### src/rtl/bitonic_sort_sched.sv
// Round-robin scheduler time-sharing one pipelined bitonic sorter among NUM_REQ requesters.
// Define BITONIC_SCHED_PRIO0_EN to give requester 0 strict priority over the round-robin group.
module bitonic_sort_sched #(
  parameter int DATAWIDTH  = 8,
  parameter int DATALENGTH = 32,
  parameter int NUM_REQ    = 4,
  parameter int SORT_LAT   = 15,
  parameter int RSP_DEPTH  = 4
) (
  input  logic                                      clk_i,
  input  logic                                      rst_i,
  input  logic [NUM_REQ-1:0]                        req_valid_i,
  output logic [NUM_REQ-1:0]                        req_ready_o,
  input  logic [NUM_REQ*DATALENGTH*DATAWIDTH-1:0]   req_data_i,
  output logic                                      sort_valid_o,
  output logic [DATALENGTH*DATAWIDTH-1:0]           sort_x_o,
  input  logic                                      sort_valid_i,
  input  logic [DATALENGTH*DATAWIDTH-1:0]           sort_y_i,
  output logic [NUM_REQ-1:0]                        rsp_valid_o,
  output logic [DATALENGTH*DATAWIDTH-1:0]           rsp_data_o,
  output logic [$clog2(NUM_REQ)-1:0]                rsp_id_o,
  input  logic [NUM_REQ-1:0]                        rsp_ready_i,
  output logic                                      busy_o
);

  localparam int          VW  = DATALENGTH * DATAWIDTH;
  localparam int          IDW = $clog2(NUM_REQ);
  localparam int          CW  = $clog2(RSP_DEPTH + 1);
  localparam int          PW  = (RSP_DEPTH > 1) ? $clog2(RSP_DEPTH) : 1;
  localparam int unsigned NR  = NUM_REQ;
`ifdef BITONIC_SCHED_PRIO0_EN
  localparam bit PRIO0 = 1'b1;
`else
  localparam bit PRIO0 = 1'b0;
`endif

  logic [IDW-1:0] r_ptr;
  logic [CW-1:0]  r_credits;
  logic [CW-1:0]  w_credits_nxt;
  logic [VW-1:0]  r_sort_x;
  logic           r_tag_v  [0:SORT_LAT];
  logic [IDW-1:0] r_tag_id [0:SORT_LAT];
  logic           r_tag_err;
  logic [VW-1:0]  r_fifo_data [RSP_DEPTH];
  logic [IDW-1:0] r_fifo_id   [RSP_DEPTH];
  logic [PW-1:0]  r_wptr;
  logic [PW-1:0]  r_rptr;
  logic [CW-1:0]  r_count;
  logic           r_busy;

  logic                w_hs;
  logic [IDW-1:0]      w_gid;
  logic [IDW-1:0]      w_idx;
  logic [NUM_REQ-1:0]  w_grant;
  logic                w_push;
  logic                w_pop;
  logic                w_empty;
  logic [IDW-1:0]      w_head_id;

  // Grant is gated by rst_i so req_ready_o reads zero while reset is held.
  always_comb begin
    w_hs    = 1'b0;
    w_gid   = '0;
    w_idx   = '0;
    w_grant = '0;
    if (r_credits != '0 && !rst_i) begin
      if (PRIO0 && req_valid_i[0]) begin
        w_hs  = 1'b1;
        w_gid = '0;
      end else begin
        for (int unsigned i = 0; i < NR; i++) begin
          w_idx = IDW'((32'(r_ptr) + i) % NR);
          if (!w_hs && req_valid_i[w_idx] && (!PRIO0 || w_idx != '0)) begin
            w_hs  = 1'b1;
            w_gid = w_idx;
          end
        end
      end
    end
    if (w_hs) w_grant[w_gid] = 1'b1;
  end

  assign w_push    = r_tag_v[SORT_LAT];
  assign w_empty   = (r_count == '0);
  assign w_head_id = r_fifo_id[r_rptr];
  assign w_pop     = !w_empty && rsp_ready_i[w_head_id];

  always_comb begin
    w_credits_nxt = r_credits;
    if (w_hs && !w_pop)      w_credits_nxt = r_credits - CW'(1);
    else if (!w_hs && w_pop) w_credits_nxt = r_credits + CW'(1);
  end

  always_ff @(posedge clk_i or posedge rst_i) begin
    if (rst_i) begin
      r_ptr     <= '0;
      r_credits <= CW'(RSP_DEPTH);
      r_sort_x  <= '0;
      r_tag_err <= 1'b0;
      r_wptr    <= '0;
      r_rptr    <= '0;
      r_count   <= '0;
      r_busy    <= 1'b0;
      for (int unsigned i = 0; i <= SORT_LAT; i++) begin
        r_tag_v[i]  <= 1'b0;
        r_tag_id[i] <= '0;
      end
    end else begin
      r_credits <= w_credits_nxt;
      r_busy    <= (w_credits_nxt != CW'(RSP_DEPTH));
      if (w_hs && (!PRIO0 || w_gid != '0))
        r_ptr <= (w_gid == IDW'(NUM_REQ - 1)) ? '0 : w_gid + IDW'(1);
      if (w_hs) r_sort_x <= req_data_i[w_gid*VW +: VW];
      // Stage 0 doubles as the issue strobe; stage SORT_LAT lines up with sort_valid_i.
      r_tag_v[0]  <= w_hs;
      r_tag_id[0] <= w_gid;
      for (int unsigned i = 1; i <= SORT_LAT; i++) begin
        r_tag_v[i]  <= r_tag_v[i-1];
        r_tag_id[i] <= r_tag_id[i-1];
      end
      if (w_push && !sort_valid_i) r_tag_err <= 1'b1;
      if (w_push) r_wptr <= (r_wptr == PW'(RSP_DEPTH - 1)) ? '0 : r_wptr + PW'(1);
      if (w_pop)  r_rptr <= (r_rptr == PW'(RSP_DEPTH - 1)) ? '0 : r_rptr + PW'(1);
      if (w_push && !w_pop)      r_count <= r_count + CW'(1);
      else if (!w_push && w_pop) r_count <= r_count - CW'(1);
    end
  end

  always_ff @(posedge clk_i) begin
    if (w_push) begin
      r_fifo_data[r_wptr] <= sort_y_i;
      r_fifo_id[r_wptr]   <= r_tag_id[SORT_LAT];
    end
  end

  always_comb begin
    rsp_valid_o = '0;
    if (!w_empty) rsp_valid_o[w_head_id] = 1'b1;
  end

  assign req_ready_o  = w_grant;
  assign sort_valid_o = r_tag_v[0];
  assign sort_x_o     = r_sort_x;
  assign rsp_data_o   = w_empty ? '0 : r_fifo_data[r_rptr];
  assign rsp_id_o     = w_empty ? '0 : w_head_id;
  assign busy_o       = r_busy;

  a_credit_range: assert property (@(posedge clk_i) disable iff (rst_i)
    r_credits <= CW'(RSP_DEPTH));
  a_credit_underflow: assert property (@(posedge clk_i) disable iff (rst_i)
    !(w_hs && r_credits == '0));
  a_credit_overflow: assert property (@(posedge clk_i) disable iff (rst_i)
    !(w_pop && !w_hs && r_credits == CW'(RSP_DEPTH)));
  a_fifo_full_push: assert property (@(posedge clk_i) disable iff (rst_i)
    !(w_push && !w_pop && r_count == CW'(RSP_DEPTH)));
  a_tag_match: assert property (@(posedge clk_i) disable iff (rst_i) !r_tag_err);

endmodule

### config.mk
export PLATFORM = sky130hd
export DESIGN_NAME = bitonic_sort_sched
export DESIGN_NICKNAME = d
export VERILOG_FILES = /design/src/rtl/bitonic_sort_sched.sv
export SDC_FILE = /design/constraint.sdc
export NUM_CORES = 2
export LEC_CHECK = 0
export CAP_MARGIN = 10
export CORE_AREA = 3 3 707 709
export CTS_CLUSTER_DIAMETER = 200
export DETAILED_ROUTE_END_ITERATION = 7
export DIE_AREA = 0 0 710 712
export GPL_ROUTABILITY_DRIVEN = 1
export HOLD_SLACK_MARGIN = 0.03
export SLEW_MARGIN = 20
export SYNTH_ARGS = -nofsm -noshare
export SYNTH_HDL_FRONTEND = slang
export SYNTH_SLANG_ARGS = --single-unit
### constraint.sdc
create_clock -name clk_i -period 30.1 [get_ports clk_i]
set_input_delay 6.02 -clock clk_i [delete_from_list [all_inputs] [get_ports clk_i]]
set_output_delay 6.02 -clock clk_i [all_outputs]
set_load 0.005 [all_outputs]
=== Yosys cells after proc, flatten, opt, wreduce, memory -nomap -nowiden ===
Memory sizes are Yosys's and may differ from the RTL's.
Index checks and enable logic that the tools add are counted.

* Register bits: 317
* RAM bits: 1032
* Input bits: 1291
* Memories kept: 2

* $add $sub $neg: 10
* Order comparisons: 8
* Eq/ne operators: 4
* Shifts and indexed selects: 1
* Multiplexer cells: 40
* Reduce and logical (&&, ||, !) cells: 22

{| class="wikitable"
|+ Memory list
! memory !! words !! bits a word !! read ports !! clocked after Yosys merged registers in !! write ports !! RTL line !! source
|-
| r_fifo_data || 4 || 256 || 1 || 0 || 1 || 44 || <nowiki>logic [VW-1:0] r_fifo_data [RSP_DEPTH];</nowiki>
|-
| r_fifo_id || 4 || 2 || 1 || 0 || 1 || 45 || <nowiki>logic [IDW-1:0] r_fifo_id [RSP_DEPTH];</nowiki>
|}

{| class="wikitable"
|+ Operators with widths
! cell !! count
|-
| $shiftx 1024x11->256 || 1
|-
| $mux 256 || 1
|-
| $lt 2x3->1 const B || 6
|-
| $mux 2 || 9
|-
| $mux 1 || 17
|-
| $mux 3 || 4
|-
| $logic_and 1x1->1 || 11
|-
| $bmux 1 s2 || 5
|-
| $add 2x1->2 const B || 4
|-
| $logic_not 1->1 || 8
|-
| $mux 4 || 2
|-
| $add 3x1->3 const B || 2
|-
| $eq 2x2->1 const B || 3
|-
| $sub 3x1->3 const B || 2
|-
| $add 2x2->2 const B || 2
|-
| $demux 1 s2 || 2
|-
| $ge 2x1->1 const B || 2
|-
| $logic_not 3->1 || 1
|-
| $ne 3x3->1 const B || 1
|-
| $reduce_bool 3->1 || 1
|-
| $reduce_bool 2->1 || 1
|}

=== Depth between registers and ports, before layout ===
* Word-level depth: 21
* Gate-level depth with buffers: 11
* Gate-level depth less buffers: 10

=== Worst setup path after synthesis ===
No wires, ideal clock.

* Path type: input-to-output
* Start point: input port rst_i
* End point: output port req_ready_o[3]
* Arrival time: 14195 ps
* Required time: 24080 ps
* Path slack: 9885 ps
* Stages on the path: 8
* Cells stage by stage: inv_1 > nand3_1 > or2_2 > buf_2 > clkbuf_1 > inv_1 > ha_1 > and2_1

* Longest elaborated chain between the ends: 8

{| class="wikitable"
|+ RTL lines
! item !! RTL line !! source
|-
| start, declared || 11 || <nowiki>input logic rst_i,</nowiki>
|-
| $logic_not 1->1 (no source line) * || - ||
|-
| $logic_and 1x1->1 * || 66 || <nowiki>if (r_credits != '0 && !rst_i) begin</nowiki>
|-
| $mux 2 * || 66 ||
|-
| named net w_gid[0] || 52 || <nowiki>logic [IDW-1:0] w_gid;</nowiki>
|-
| $lt 2x3->1 (not written as such) / $ge 2x1->1 (equally long branches) || 80 || <nowiki>if (w_hs) w_grant[w_gid] = 1'b1;</nowiki>
|-
| $logic_and 1x1->1 (not written as such) || 80 ||
|-
| $mux 1 (not written as such) || 80 ||
|-
| $demux 1 s2 * || 80 ||
|-
| $mux 4 * || 80 ||
|-
| end, declared || 13 || <nowiki>output logic [NUM_REQ-1:0] req_ready_o,</nowiki>
|}

The timed path passes the listed nets; every way through them passes the cells marked *.

=== Final worst setup path ===
* Start point: input port req_valid_i[2]
* End point: output port req_ready_o[1]

* Longest elaborated chain between the ends: 21

{| class="wikitable"
|+ RTL lines
! item !! RTL line !! source
|-
| start, declared || 12 || <nowiki>input logic [NUM_REQ-1:0] req_valid_i,</nowiki>
|-
| $bmux 1 s2 || 73 || <nowiki>if (!w_hs && req_valid_i[w_idx] && (!PRIO0 || w_idx != '0)) begin</nowiki>
|-
| $mux 1 (not written as such) || 73 ||
|-
| $mux 1 || 73 ||
|-
| $mux 1 || 66 ||
|-
| $logic_not 1->1 || 73 ||
|-
| $logic_and 1x1->1 || 73 ||
|-
| $mux 1 || 73 ||
|-
| $mux 1 || 66 ||
|-
| [... 6 more ...] || - ||
|-
| $mux 2 * || 73 ||
|-
| $mux 2 * || 66 ||
|-
| named net w_gid[0] || 52 ||
|-
| $lt 2x3->1 (not written as such) / $ge 2x1->1 (equally long branches) || 80 ||
|-
| $logic_and 1x1->1 (not written as such) || 80 ||
|-
| $mux 1 (not written as such) || 80 ||
|-
| $demux 1 s2 * || 80 ||
|-
| $mux 4 * || 80 ||
|}

The timed path passes the listed nets; every way through them passes the cells marked *. The select of a mux whose other input is x is not followed.

==> flow_metrics.py <==
metrics = {
    "setup_path": {
        "worstPathCellList": "clkdlybuf4s50_1 -> or4_1 -> nand3_4 -> or2_4 -> buf_4 -> inv_1 -> ha_1 -> and2_1 -> clkdlybuf4s50_1",
        "arrival_ns": 10.05,
        "cp_common_cell": "clkdlybuf4s50_1",
        "r2r_cells": 12,
        "path_max_fanout": 52,
        "startpoint_type": "input pin",
        "path_class": "in2out",
        "path_buf_inv": 4,
        "slowest_stage": "buf_4",
        "path_depth": 9,
        "slowest_delay_ns": 0.61,
        "crit_path_end_kind": "primary output",
        "cp.required_ns": 24.08,
        "crit_family": "simple AND/OR/NAND/NOR gates",
    },
    "synthesis": {
        "synth_edf_count": 1032,
        "yosysSeqAreaShare": 0.691,
        "synth.top_cell.area_share": 0.550,
        "ys_top_cells_by_count": "edfxtp_1, mux2i_1, dfrtp_1",
        "avgSynthCellArea_um2": 17.5,
        "synthesis.area_um2": 56300,
        "netlist.top_cell.by_area": "edfxtp_1",
        "synth_flop_cell": "edfxtp_1",
        "synth_area_leaders": "edfxtp_1, dfrtp_1, mux4_2, mux2i_1, o221ai_1",
        "synth_fp_nets": 4521,
        "synthCells": 3216,
        "synth_cell_type_count": 37,
        "yosysMostFrequentCell": "edfxtp_1",
        "yosys_register_bits": 1349,
        "async_flop_share": 0.235,
        "yosys_warnings": 0,
    },
    "power": {
        "powerDensity_nw_per_um2": 93.6,
        "total_power_mw": 8.26,
        "peakVddDrop_mv": 0.0510,
        "p_leak_nw": 28.5,
    },
    "detailed_routing": {
        "wl_per_cell_um": 38.4,
        "totalWireLength_um": 455000,
        "vias_per_cell": 3.58,
        "ant_nets": 0,
        "vias": 42500,
        "drt-initial-drc-count": 4053,
        "drtPass1Iterations": 6,
        "drc": 0,
    },
    "clock_tree": {
        "cts_tree": "done",
        "numCtsBuffers": 171,
        "cts_hold_buffers": 0,
        "clock_path_buffers": 4,
        "clock_latency_ns": 0.92,
        "path_clk_slew_ns": 0.06,
        "htreeDepth": 4,
        "cts_setup_buffers": 0,
        "cts.repair.resized": 0,
        "clock_sinks": 1349,
        "root_buffer": "clkbuf_16",
    },
    "placed_design": {
        "dp_cells": 11400,
        "gp_congestion": 1.13,
        "pre_cts_ws_ns": 14.07,
        "dp_hpwl_um": 389000,
        "placed_area_um2": 82200,
        "port_buffers": 1813,
    },
    "cells_and_area": {
        "stdcell_count": 11900,
        "fin_nets": 6344,
        "drive_above_1_share": 0.115,
        "n_fill_cell": 53500,
        "fin_util": 0.179,
        "syn_to_final_growth_pct": 56.7,
        "design_area_um2": 88200,
    },
    "timing": {
        "tightestPinTransition_ns": 1.02,
        "rsz0062_at_grt": "false",
        "setup_violations": 0,
        "whs_ns": 0.334,
        "setup_ws_ns": 14.03,
        "fin_worst_skew_ns": 0.0954,
        "period_share": 0.534,
        "maxSlewViolCount": 0,
        "clock.fmax_mhz": 62.2,
        "min_period_ns": 16.07,
        "tns_ns": 0,
        "hold_viol": 0,
        "slew_headroom": 0.302,
    },
    "run": {
        "cap_violations": 0,
    },
    "run_status": {
        "status": "finished clean",
    },
    "die": {
        "dieArea_um2": 506000,
        "die_w_um": 710,
        "rows": 258,
        "start_util": 0.114,
        "dieHeight_um": 712,
        "io_pins": 1815,
        "coreArea_um2": 494000,
    },
    "grt": {
        "overflow": 0,
        "grt_pass1_vias": 39900,
        "grtUsageTotal": 0.173,
        "grt_max_degree": 120,
        "antenna_found_initial": 539,
        "grt_first_pass_wirelength_um": 542000,
    },
    "worst_hold_path": {
        "hold_depth": 0,
        "hp-class": "reg2reg",
    },
}
-- power by group --
group / internal, mW / switching (mW) / total [mW]
Sequential: 2.49 / 0.213 / 2.70
Clock: 1.19 / 0.881 / 2.07
Combinational: 1.59 / 1.89 / 3.49
Total: 5.27 / 2.99 / 8.26
-- registers in the layout, summed over array words and instances, names as in the netlist --
name,flops
r_tag_id,32
r_tag_v,14
r_wptr,2
r_count,3
r_fifo_data,1024
r_rptr,2
busy_o,1
w_push,1
r_credits,3
sort_valid_o,1
sort_x_o,256
r_ptr,2
r_fifo_id,8
-- layout by cell type (no fill, tap or decap), types with 2 or more instances in the layout --
cell type / n
clkbuf_16: 172
inv_16: 3
xnor2_1: 3
buf_4: 66
inv_6: 5
dfrtp_1: 314
mux2i_2: 3
clkinv_2: 20
a21oi_1: 4
ha_1: 13
clkinv_16: 4
and2_1: 261
o21ai_0: 4
bufinv_16: 12
clkinv_4: 6
clkinv_1: 21
buf_12: 3
o221ai_1: 258
clkbuf_8: 9
clkdlybuf4s50_1: 1811
nor2_1: 9
diode_2: 192
and2_4: 4
or4_1: 2
clkinv_8: 2
nand2_1: 271
dfrtp_4: 2
inv_1: 10
clkbuf_1: 39
clkinvlp_4: 9
xor2_1: 2
edfxtp_1: 1032
inv_8: 6
nor3_1: 2
mux2i_1: 512
mux4_2: 258
-- final timing paths --
kind / start / to / slack, ns
hold / removal: r_tag_id[17] / r_tag_id[15] / 0.33
min in group asynchronous: rst_i / sort_x_o[6] / 5.69
setup reg to reg: r_credits[0] / sort_x_o[151] / 23.56
setup / recovery: req_valid_i[2] / req_ready_o[1] / 14.03
hold reg to reg: r_tag_id[17] / r_tag_id[15] / 0.33
max in group asynchronous: rst_i / sort_x_o[149] / 21.64
-- final cells by class --
class,instances,area (µm²),share of cell area
Clock buffer,220,4570,0.0518
Tap cell,6500,8130,0.0922
Sequential cell,1349,38900,0.441
Timing Repair Buffer,1880,18700,0.212
Clock inverter,86,961,0.0109
Antenna cell,192,480,0.00545
Inverter,13,63.8,0.000723
Multi-Input combinational cell,1624,16400,0.186
-- cell families (layout without fill, tap and decap cells) --
kind of cell / after synthesis / after routing / synth area share
simple gates: 559 / 559 / 0.0496
xor+xnor: 5 / 5 / 0.000778
buf+inv: 243 / 2199 / 0.0181
other cells: 0 / 192 / 0
mux: 775 / 775 / 0.195
fa+ha+maj: 14 / 14 / 0.00325
flops: 1349 / 1349 / 0.691
compound gates: 271 / 271 / 0.0417
-- per-layer routing --
| layer | wire length, µm | GRT usage |
|---|---|---|
| met5 | 1380 | 0 |
| met4 | 25500 | 0.0799 |
| met2 | 225000 | 0.300 |
| met1 | 153000 | 0.180 |
| met3 | 50600 | 0.0743 |
No activity file was read; power rests on OpenSTA's default activity.
